$ cat src/rtl/perceptron_trainer_if.sv
// Streaming bundle between the trainer (master) and a perceptron (slave):
// forward argument/result, backward error/feedback, plus the learning enable.
interface perceptron_trainer_if #(
  parameter int N         = 2,
  parameter int ARG_WIDTH = 8,
  parameter int RES_WIDTH = 8,
  parameter int ERR_WIDTH = 16,
  parameter int FBK_WIDTH = 16
);
  logic                   en;
  logic                   arg_valid;
  logic                   arg_ready;
  logic [N*ARG_WIDTH-1:0] arg_data;
  logic                   res_valid;
  logic                   res_ready;
  logic [RES_WIDTH-1:0]   res_data;
  logic                   err_valid;
  logic                   err_ready;
  logic [ERR_WIDTH-1:0]   err_data;
  logic                   fbk_valid;
  logic                   fbk_ready;
  logic [N*FBK_WIDTH-1:0] fbk_data;

  modport master (
    output en,
    output arg_valid, arg_data, input  arg_ready,
    input  res_valid, res_data, output res_ready,
    output err_valid, err_data, input  err_ready,
    input  fbk_valid, fbk_data, output fbk_ready
  );

  modport slave (
    input  en,
    input  arg_valid, arg_data, output arg_ready,
    output res_valid, res_data, input  res_ready,
    input  err_valid, err_data, output err_ready,
    output fbk_valid, fbk_data, input  fbk_ready
  );
endinterface

$ cat src/rtl/perceptron_trainer.sv
// Training sequencer for a streaming perceptron: runs the programmed number of
// epochs over a small sample table, then one evaluation pass counting mismatches.
module perceptron_trainer #(
  parameter  int N         = 2,
  parameter  int ARG_WIDTH = 8,
  parameter  int RES_WIDTH = 8,
  parameter  int ERR_WIDTH = 16,
  parameter  int FBK_WIDTH = 16,
  parameter  int SAMPLES   = 4,
  localparam int IDX_W     = (SAMPLES > 1) ? $clog2(SAMPLES) : 1,
  localparam int MISS_W    = $clog2(SAMPLES + 1)
) (
  input  logic                   clk,
  input  logic                   rst,
  input  logic                   ld_valid,
  input  logic [IDX_W-1:0]       ld_addr,
  input  logic [N*ARG_WIDTH-1:0] ld_arg,
  input  logic [RES_WIDTH-1:0]   ld_tgt,
  input  logic                   start,
  input  logic [15:0]            epochs,
  output logic                   busy,
  output logic                   done,
  output logic [MISS_W-1:0]      miss,
  perceptron_trainer_if.master   bus
);
  if (ERR_WIDTH < RES_WIDTH + 1 || SAMPLES < 1 || FBK_WIDTH < 1) begin : gBadParams
    $error("perceptron_trainer: ERR_WIDTH must exceed RES_WIDTH and SAMPLES must be at least 1");
  end

  typedef enum logic [2:0] {
    IDLE, TRN_ARG, TRN_RES, TRN_ERR, TRN_FBK, EVL_ARG, EVL_RES, DONE
  } state_e;

  localparam logic [IDX_W-1:0] LAST_IDX = IDX_W'(SAMPLES - 1);

  state_e                 state_q, state_d;
  logic [IDX_W-1:0]       idx_q, idx_d;
  logic [15:0]            epochCnt_q, epochCnt_d;
  logic [15:0]            epochs_q, epochs_d;
  logic [ERR_WIDTH-1:0]   err_q, err_d;
  logic [MISS_W-1:0]      miss_q, miss_d;
  logic                   en_q, en_d;
  logic                   argValid_q, argValid_d;
  logic                   errValid_q, errValid_d;

  logic [N*ARG_WIDTH-1:0] argTab [SAMPLES];
  logic [RES_WIDTH-1:0]   tgtTab [SAMPLES];

  logic                   argFire, resFire, errFire, fbkFire, idxLast;
  logic [ERR_WIDTH-1:0]   errCalc;
  logic [15:0]            epochNext;

  // The table is deliberately outside the reset domain so a reset keeps the samples.
  always_ff @(posedge clk) begin
    if (ld_valid && !busy && ({1'b0, ld_addr} < (IDX_W + 1)'(SAMPLES))) begin
      argTab[ld_addr] <= ld_arg;
      tgtTab[ld_addr] <= ld_tgt;
    end
  end

  assign argFire   = argValid_q && bus.arg_ready;
  assign resFire   = bus.res_valid && bus.res_ready;
  assign errFire   = errValid_q && bus.err_ready;
  assign fbkFire   = bus.fbk_valid && bus.fbk_ready;
  assign idxLast   = (idx_q == LAST_IDX);
  assign epochNext = epochCnt_q + 16'd1;
  assign errCalc   = {{(ERR_WIDTH - RES_WIDTH){1'b0}}, tgtTab[idx_q]}
                   - {{(ERR_WIDTH - RES_WIDTH){1'b0}}, bus.res_data};

  always_comb begin
    state_d    = state_q;
    idx_d      = idx_q;
    epochCnt_d = epochCnt_q;
    epochs_d   = epochs_q;
    err_d      = err_q;
    miss_d     = miss_q;
    en_d       = en_q;
    unique case (state_q)
      IDLE: begin
        if (start) begin
          epochs_d   = epochs;
          epochCnt_d = '0;
          idx_d      = '0;
          miss_d     = '0;
          en_d       = (epochs != 16'd0);
          state_d    = (epochs != 16'd0) ? TRN_ARG : EVL_ARG;
        end
      end
      TRN_ARG: if (argFire) state_d = TRN_RES;
      TRN_RES: begin
        if (resFire) begin
          err_d   = errCalc;
          state_d = TRN_ERR;
        end
      end
      TRN_ERR: if (errFire) state_d = TRN_FBK;
      TRN_FBK: begin
        if (fbkFire) begin
          if (idxLast) begin
            idx_d      = '0;
            epochCnt_d = epochNext;
            if (epochNext == epochs_q) begin
              en_d    = 1'b0;
              state_d = EVL_ARG;
            end else begin
              state_d = TRN_ARG;
            end
          end else begin
            idx_d   = idx_q + IDX_W'(1);
            state_d = TRN_ARG;
          end
        end
      end
      EVL_ARG: if (argFire) state_d = EVL_RES;
      EVL_RES: begin
        if (resFire) begin
          if (errCalc != '0) miss_d = miss_q + MISS_W'(1);
          if (idxLast) begin
            state_d = DONE;
          end else begin
            idx_d   = idx_q + IDX_W'(1);
            state_d = EVL_ARG;
          end
        end
      end
      DONE:    state_d = IDLE;
      default: state_d = IDLE;
    endcase
    // Valids are decoded from the next state so they leave a flop, not a decoder.
    argValid_d = (state_d == TRN_ARG) || (state_d == EVL_ARG);
    errValid_d = (state_d == TRN_ERR);
  end

  always_ff @(posedge clk) begin
    if (rst) begin
      state_q    <= IDLE;
      idx_q      <= '0;
      epochCnt_q <= '0;
      epochs_q   <= '0;
      err_q      <= '0;
      miss_q     <= '0;
      en_q       <= 1'b0;
      argValid_q <= 1'b0;
      errValid_q <= 1'b0;
    end else begin
      state_q    <= state_d;
      idx_q      <= idx_d;
      epochCnt_q <= epochCnt_d;
      epochs_q   <= epochs_d;
      err_q      <= err_d;
      miss_q     <= miss_d;
      en_q       <= en_d;
      argValid_q <= argValid_d;
      errValid_q <= errValid_d;
    end
  end

  assign busy          = (state_q != IDLE);
  assign done          = (state_q == DONE);
  assign miss          = miss_q;
  assign bus.en        = en_q;
  assign bus.arg_valid = argValid_q;
  assign bus.arg_data  = argTab[idx_q];
  assign bus.res_ready = (state_q == TRN_RES) || (state_q == EVL_RES);
  assign bus.err_valid = errValid_q;
  assign bus.err_data  = err_q;
  assign bus.fbk_ready = (state_q == TRN_FBK);
endmodule
$ cat src/flat_wrapper.sv
// flat-port wrapper written by rule: the top's interface ports become plain ports
module perceptron_trainer_flat 
#(
  parameter  int N         = 2,
  parameter  int ARG_WIDTH = 8,
  parameter  int RES_WIDTH = 8,
  parameter  int ERR_WIDTH = 16,
  parameter  int FBK_WIDTH = 16,
  parameter  int SAMPLES   = 4,
  localparam int IDX_W     = (SAMPLES > 1) ? $clog2(SAMPLES) : 1,
  localparam int MISS_W    = $clog2(SAMPLES + 1)
)
  (clk, rst, ld_valid, ld_addr, ld_arg, ld_tgt, start, epochs, busy, done, miss, bus_en, bus_arg_valid, bus_arg_data, bus_arg_ready, bus_res_valid, bus_res_data, bus_res_ready, bus_err_valid, bus_err_data, bus_err_ready, bus_fbk_valid, bus_fbk_data, bus_fbk_ready);
  perceptron_trainer_if #(.N(N), .ARG_WIDTH(ARG_WIDTH), .RES_WIDTH(RES_WIDTH), .ERR_WIDTH(ERR_WIDTH), .FBK_WIDTH(FBK_WIDTH)) bus_i ();
  input  logic clk;
  input  logic rst;
  input  logic ld_valid;
  input  logic [IDX_W-1:0] ld_addr;
  input  logic [N*ARG_WIDTH-1:0] ld_arg;
  input  logic [RES_WIDTH-1:0] ld_tgt;
  input  logic start;
  input  logic [15:0] epochs;
  output logic busy;
  output logic done;
  output logic [MISS_W-1:0] miss;
  output wire logic [$bits(bus_i.en)-1:0] bus_en;
  output wire logic [$bits(bus_i.arg_valid)-1:0] bus_arg_valid;
  output wire logic [$bits(bus_i.arg_data)-1:0] bus_arg_data;
  input wire logic [$bits(bus_i.arg_ready)-1:0] bus_arg_ready;
  input wire logic [$bits(bus_i.res_valid)-1:0] bus_res_valid;
  input wire logic [$bits(bus_i.res_data)-1:0] bus_res_data;
  output wire logic [$bits(bus_i.res_ready)-1:0] bus_res_ready;
  output wire logic [$bits(bus_i.err_valid)-1:0] bus_err_valid;
  output wire logic [$bits(bus_i.err_data)-1:0] bus_err_data;
  input wire logic [$bits(bus_i.err_ready)-1:0] bus_err_ready;
  input wire logic [$bits(bus_i.fbk_valid)-1:0] bus_fbk_valid;
  input wire logic [$bits(bus_i.fbk_data)-1:0] bus_fbk_data;
  output wire logic [$bits(bus_i.fbk_ready)-1:0] bus_fbk_ready;
  assign bus_en = bus_i.en;
  assign bus_arg_valid = bus_i.arg_valid;
  assign bus_arg_data = bus_i.arg_data;
  assign bus_i.arg_ready = bus_arg_ready;
  assign bus_i.res_valid = bus_res_valid;
  assign bus_i.res_data = bus_res_data;
  assign bus_res_ready = bus_i.res_ready;
  assign bus_err_valid = bus_i.err_valid;
  assign bus_err_data = bus_i.err_data;
  assign bus_i.err_ready = bus_err_ready;
  assign bus_i.fbk_valid = bus_fbk_valid;
  assign bus_i.fbk_data = bus_fbk_data;
  assign bus_fbk_ready = bus_i.fbk_ready;
  perceptron_trainer #(.N(N), .ARG_WIDTH(ARG_WIDTH), .RES_WIDTH(RES_WIDTH), .ERR_WIDTH(ERR_WIDTH), .FBK_WIDTH(FBK_WIDTH), .SAMPLES(SAMPLES)) u_core (.clk(clk), .rst(rst), .ld_valid(ld_valid), .ld_addr(ld_addr), .ld_arg(ld_arg), .ld_tgt(ld_tgt), .start(start), .epochs(epochs), .busy(busy), .done(done), .miss(miss), .bus(bus_i));
endmodule
$ cat config.mk
export PLATFORM = sky130hd
export DESIGN_NAME = perceptron_trainer_flat
export DESIGN_NICKNAME = d
export VERILOG_FILES = /design/src/rtl/perceptron_trainer_if.sv /design/src/rtl/perceptron_trainer.sv /design/src/flat_wrapper.sv
export SDC_FILE = /design/constraint.sdc
export NUM_CORES = 1
export LEC_CHECK = 0
export BUFFER_PORTS_ARGS = -buffer_cell sky130_fd_sc_hd__buf_2
export CORE_ASPECT_RATIO = 1.4
export CORE_MARGIN = 2
export CORE_UTILIZATION = 60
export DETAILED_ROUTE_END_ITERATION = 10
export PLACE_DENSITY_LB_ADDON = 0.1
export SYNTH_ARGS = -nofsm -noshare
export SYNTH_HDL_FRONTEND = slang
export SYNTH_SLANG_ARGS = --single-unit
$ cat constraint.sdc
create_clock -name clk -period 7.85 [get_ports clk]
set_input_delay 0.3925 -clock clk [delete_from_list [all_inputs] [get_ports clk]]
set_output_delay 0.3925 -clock clk [all_outputs]
set_load 0.01 [all_outputs]
==> impl_metrics.json <==
{
  "ant_nets": 0,
  "r2r-end": "u_core.miss[0]$_SDFFE_PP0P_",
  "avgViaCountPerCell": 5.84,
  "synth-edff-count": 96,
  "clkLatencyLatePin_ns": 0.43,
  "cellPowerDensity_nw_per_um2": 230,
  "synth.yosys.seq_area_share_pct": 58.3,
  "row_count": 46,
  "fmax_ghz": 0.276,
  "slew_viol_final": 0,
  "cts-htree-levels": 4,
  "p_clk_share_pct": 45.0,
  "grt_overflow": 0,
  "slew_headroom_pct": 37.4,
  "hold_violations": 0,
  "fin_cells": 811,
  "critPathRequiredTime_ns": 8.16,
  "min_to": "u_core.argTab[2][15]$_DFFE_PP_",
  "num_vias": 4733,
  "yosys_warnings": 0,
  "rsz0062_at_grt": "no",
  "drt_iter0_drc": 221,
  "syn_area_um2": 6800,
  "critPathKind": "reg -> reg",
  "clock-skew-final_ns": 0.0166,
  "drc": 0,
  "syn_inst": 567,
  "cts_resized": 0,
  "grt_start_max_net_pins": 47,
  "first_pass_iters": 5,
  "track_usage_pct": 23.1,
  "switching_share_pct": 25.0,
  "clockBufferDepth": 2,
  "dp_hpwl_mm": 9.30,
  "r2r_cells": 8,
  "leakage_nw": 3.00,
  "cts_buffers": 17,
  "synthArstFlopShare_pct": 0,
  "min_from": "ld_arg[15]",
  "ir_drop_uv": 271,
  "wire_per_inst_um": 16.7,
  "portBuffers": 99,
  "fp.dieH_um": 130,
  "core_area_um2": 11200,
  "grt_pass1_wl_mm": 21.3,
  "ys_seq_elements": 150,
  "seqPwrFrac_pct": 47.7,
  "timing.critical_path.cells": "mux4_2 -> ha_1 -> nor2b_1 -> a221oi_1 -> o311ai_0 -> nor3_1 -> a31oi_1 -> o221a_2",
  "setup_viol": 0,
  "clk_pin_slew_ns": 0.07,
  "synth.avg_cell_area_um2": 12.0,
  "initial_utilization_pct": 60.9,
  "yosys.cell_types.count": 62,
  "stdcell_area_um2": 7990,
  "dp.cells": 779,
  "clock-root-buffer": "clkbuf_16",
  "hp-class": "in -> reg",
  "r2r_slack_ns": 4.23,
  "final_core_util_pct": 71.6,
  "critPathLaunchType": "flip-flop",
  "fin_nets": 756,
  "place_area_um2": 7370,
  "setup-tns-final_ns": 0,
  "cp_slowest_stage_delay_ns": 0.91,
  "p_sw_w": 0.000461,
  "p_comb_share_pct": 7.3,
  "wirelength_mm": 13.5,
  "finalCritPeriodShare_pct": 46.1,
  "synth.net_count": 669,
  "status": "finished clean",
  "fin_crit_ns": 3.62,
  "drv_cap": 0,
  "clkSinkCount": 150,
  "die_area_um2": 12200,
  "grt_pass1_vias": 4413,
  "gp_routability_congestion": 0.857,
  "antenna_found_initial": 0,
  "cp_slowest_cell": "dfxtp_2",
  "cts_hold_buf": 0,
  "antenna_cells": 0,
  "area_growth_syn_to_layout_pct": 17.6,
  "worstPathMaxFanout": 24,
  "cts_tree": "yes",
  "boundaryPins": 132,
  "worstSetupEndpointType": "flip-flop",
  "p_int_w": 0.00138,
  "drive_gt1_share_pct": 26.8,
  "worst_pin_slew_ns": 0.937,
  "cp.arrival_ns": 3.93,
  "synth_flop_cell": "edfxtp_1",
  "hold_depth": 1,
  "dieWidth_um": 94.0,
  "postCtsSetupBuffers": 0
}
cells in the final DEF, fill, tap and decap left out, types with 3 or more instances in the layout:
master,n
o21ai_0,15
nor3_1,10
o31a_1,4
buf_2,99
dfxtp_1,53
inv_8,6
o211ai_1,4
mux4_2,24
a211oi_1,6
xnor2_1,18
clkinv_8,4
nor2b_1,4
o21a_1,4
nand4b_1,3
ha_1,11
nor3_2,3
buf_4,7
inv_6,3
nand2b_1,6
and3_1,5
nor3b_1,3
a31oi_1,6
nor4_1,10
and2_1,4
nand2_1,67
nand3_1,18
inv_1,19
edfxtp_1,96
clkbuf_16,17
a21oi_1,43
nor2_1,36
nand4_1,8
xor2_1,7
kinds of logic after synthesis:
kind of cell / after synthesis / share of synthesized area, %
AOI/OAI and AO/OA: 103 / 9.72
DFF: 150 / 58.3
muxes: 27 / 8.41
and+or+nand+nor: 193 / 14.4
adders and majority gates: 12 / 2.32
buffers and inverters: 57 / 3.65
xor gates and xnor gates: 25 / 3.22
worst max path at each step:
stage	endpoint	slack, ns	depth (start not counted)
detailed placement	u_core.miss[0]$_SDFFE_PP0P_	4.22	8
global route	u_core.miss[0]$_SDFFE_PP0P_	3.97	8
floorplan	u_core.miss[0]$_SDFFE_PP0P_	4.59	10
CTS	u_core.miss[0]$_SDFFE_PP0P_	4.20	8
global placement	u_core.miss[0]$_SDFFE_PP0P_	4.24	8
finish	u_core.miss[0]$_SDFFE_PP0P_	4.23	8
per-layer routing:
layer	wire (um)	track usage, %
met1	5370	28.3
met2	7170	39.3
met3	737	6.24
met4	244	8.44
met5	0	0
per-stage QoR:
stage	setup WS [ns]	total power [W]	hold slack (ns)
final	4.23	0.00184	0.177
after global routing	3.97	0.00191	0.160
after CTS	4.20	0.00186	0.158
after detailed placement	4.22	0.00103	0.451
after global placement	4.24	0.00102	0.443
after floorplan	4.59	0.000977	0.448
power groups by stage:
stage / sequential (W) / clock, W / combinational (W)
3_5_place_dp: 0.000896 / 0 / 0.000134
5_1_grt: 0.000880 / 0.000879 / 0.000148
6_report: 0.000878 / 0.000830 / 0.000135
3_3_place_gp: 0.000894 / 0 / 0.000131
4_1_cts: 0.000878 / 0.000846 / 0.000135
2_1_floorplan: 0.000891 / 0 / 0.0000862
registers in the layout (all words and copies together), names as in the netlist, named ones only:
register              count
u_core.epochs_q          16
u_core.bus.arg_valid      1
u_core.miss               3
u_core.bus.en             1
u_core.epochCnt_q        16
u_core.argTab            64
u_core.tgtTab            32
u_core.state_q            3
u_core.idx_q              2
u_core.bus.err_data       9
u_core.bus.err_valid      1
worst max-delay path, delay by kind of cell, from the launching register on:
kind | cells | cell delay (ns)
and+or+nand+nor | 2 | 0.65
muxes | 1 | 0.60
adders and majority gates | 1 | 0.39
AOI/OAI and AO/OA | 4 | 0.96
DFF | 1 | 0.91
cells in the mapped netlist, drive strengths merged (2+ instances only):
master  count  area [um^2]
nand4       9         71.3
o21a        4         30.0
nand3      18         90.1
nor3b       3         22.5
nand3b      2         15.0
o311ai      2         17.5
o31ai       2         15.0
mux4       24          541
a31oi       6         37.5
mux2i       2         20.0
inv        19         71.3
and2        4         25.0
nand2b      6         37.5
nor3       13         65.1
nor2b       4         25.0
a21oi      43          215
edfxtp     96         2880
ha         11          138
a211oi      7         57.6
clkbuf     24         90.1
o211a       2         20.0
nor4       12         96.3
buf        14         86.3
nand4b      3         26.3
o21ai      15         75.1
and4        2         17.5
nor2       38          143
xnor2      18          158
and3        5         31.3
o211ai      4         30.0
xor2        7         61.3
dfxtp      54         1080
a21o        2         15.0
o31a        4         35.0
nand2      68          263
cell type report:
cell class	count	area [um^2]
inverters	19	71.3
flip-flops and latches	150	3970
repair buffers	106	548
fillers	816	3170
well taps	144	180
clock inverters	15	198
multi-input cells	360	2610
clock buffers	17	425
No activity file was read; power rests on OpenSTA's default activity.
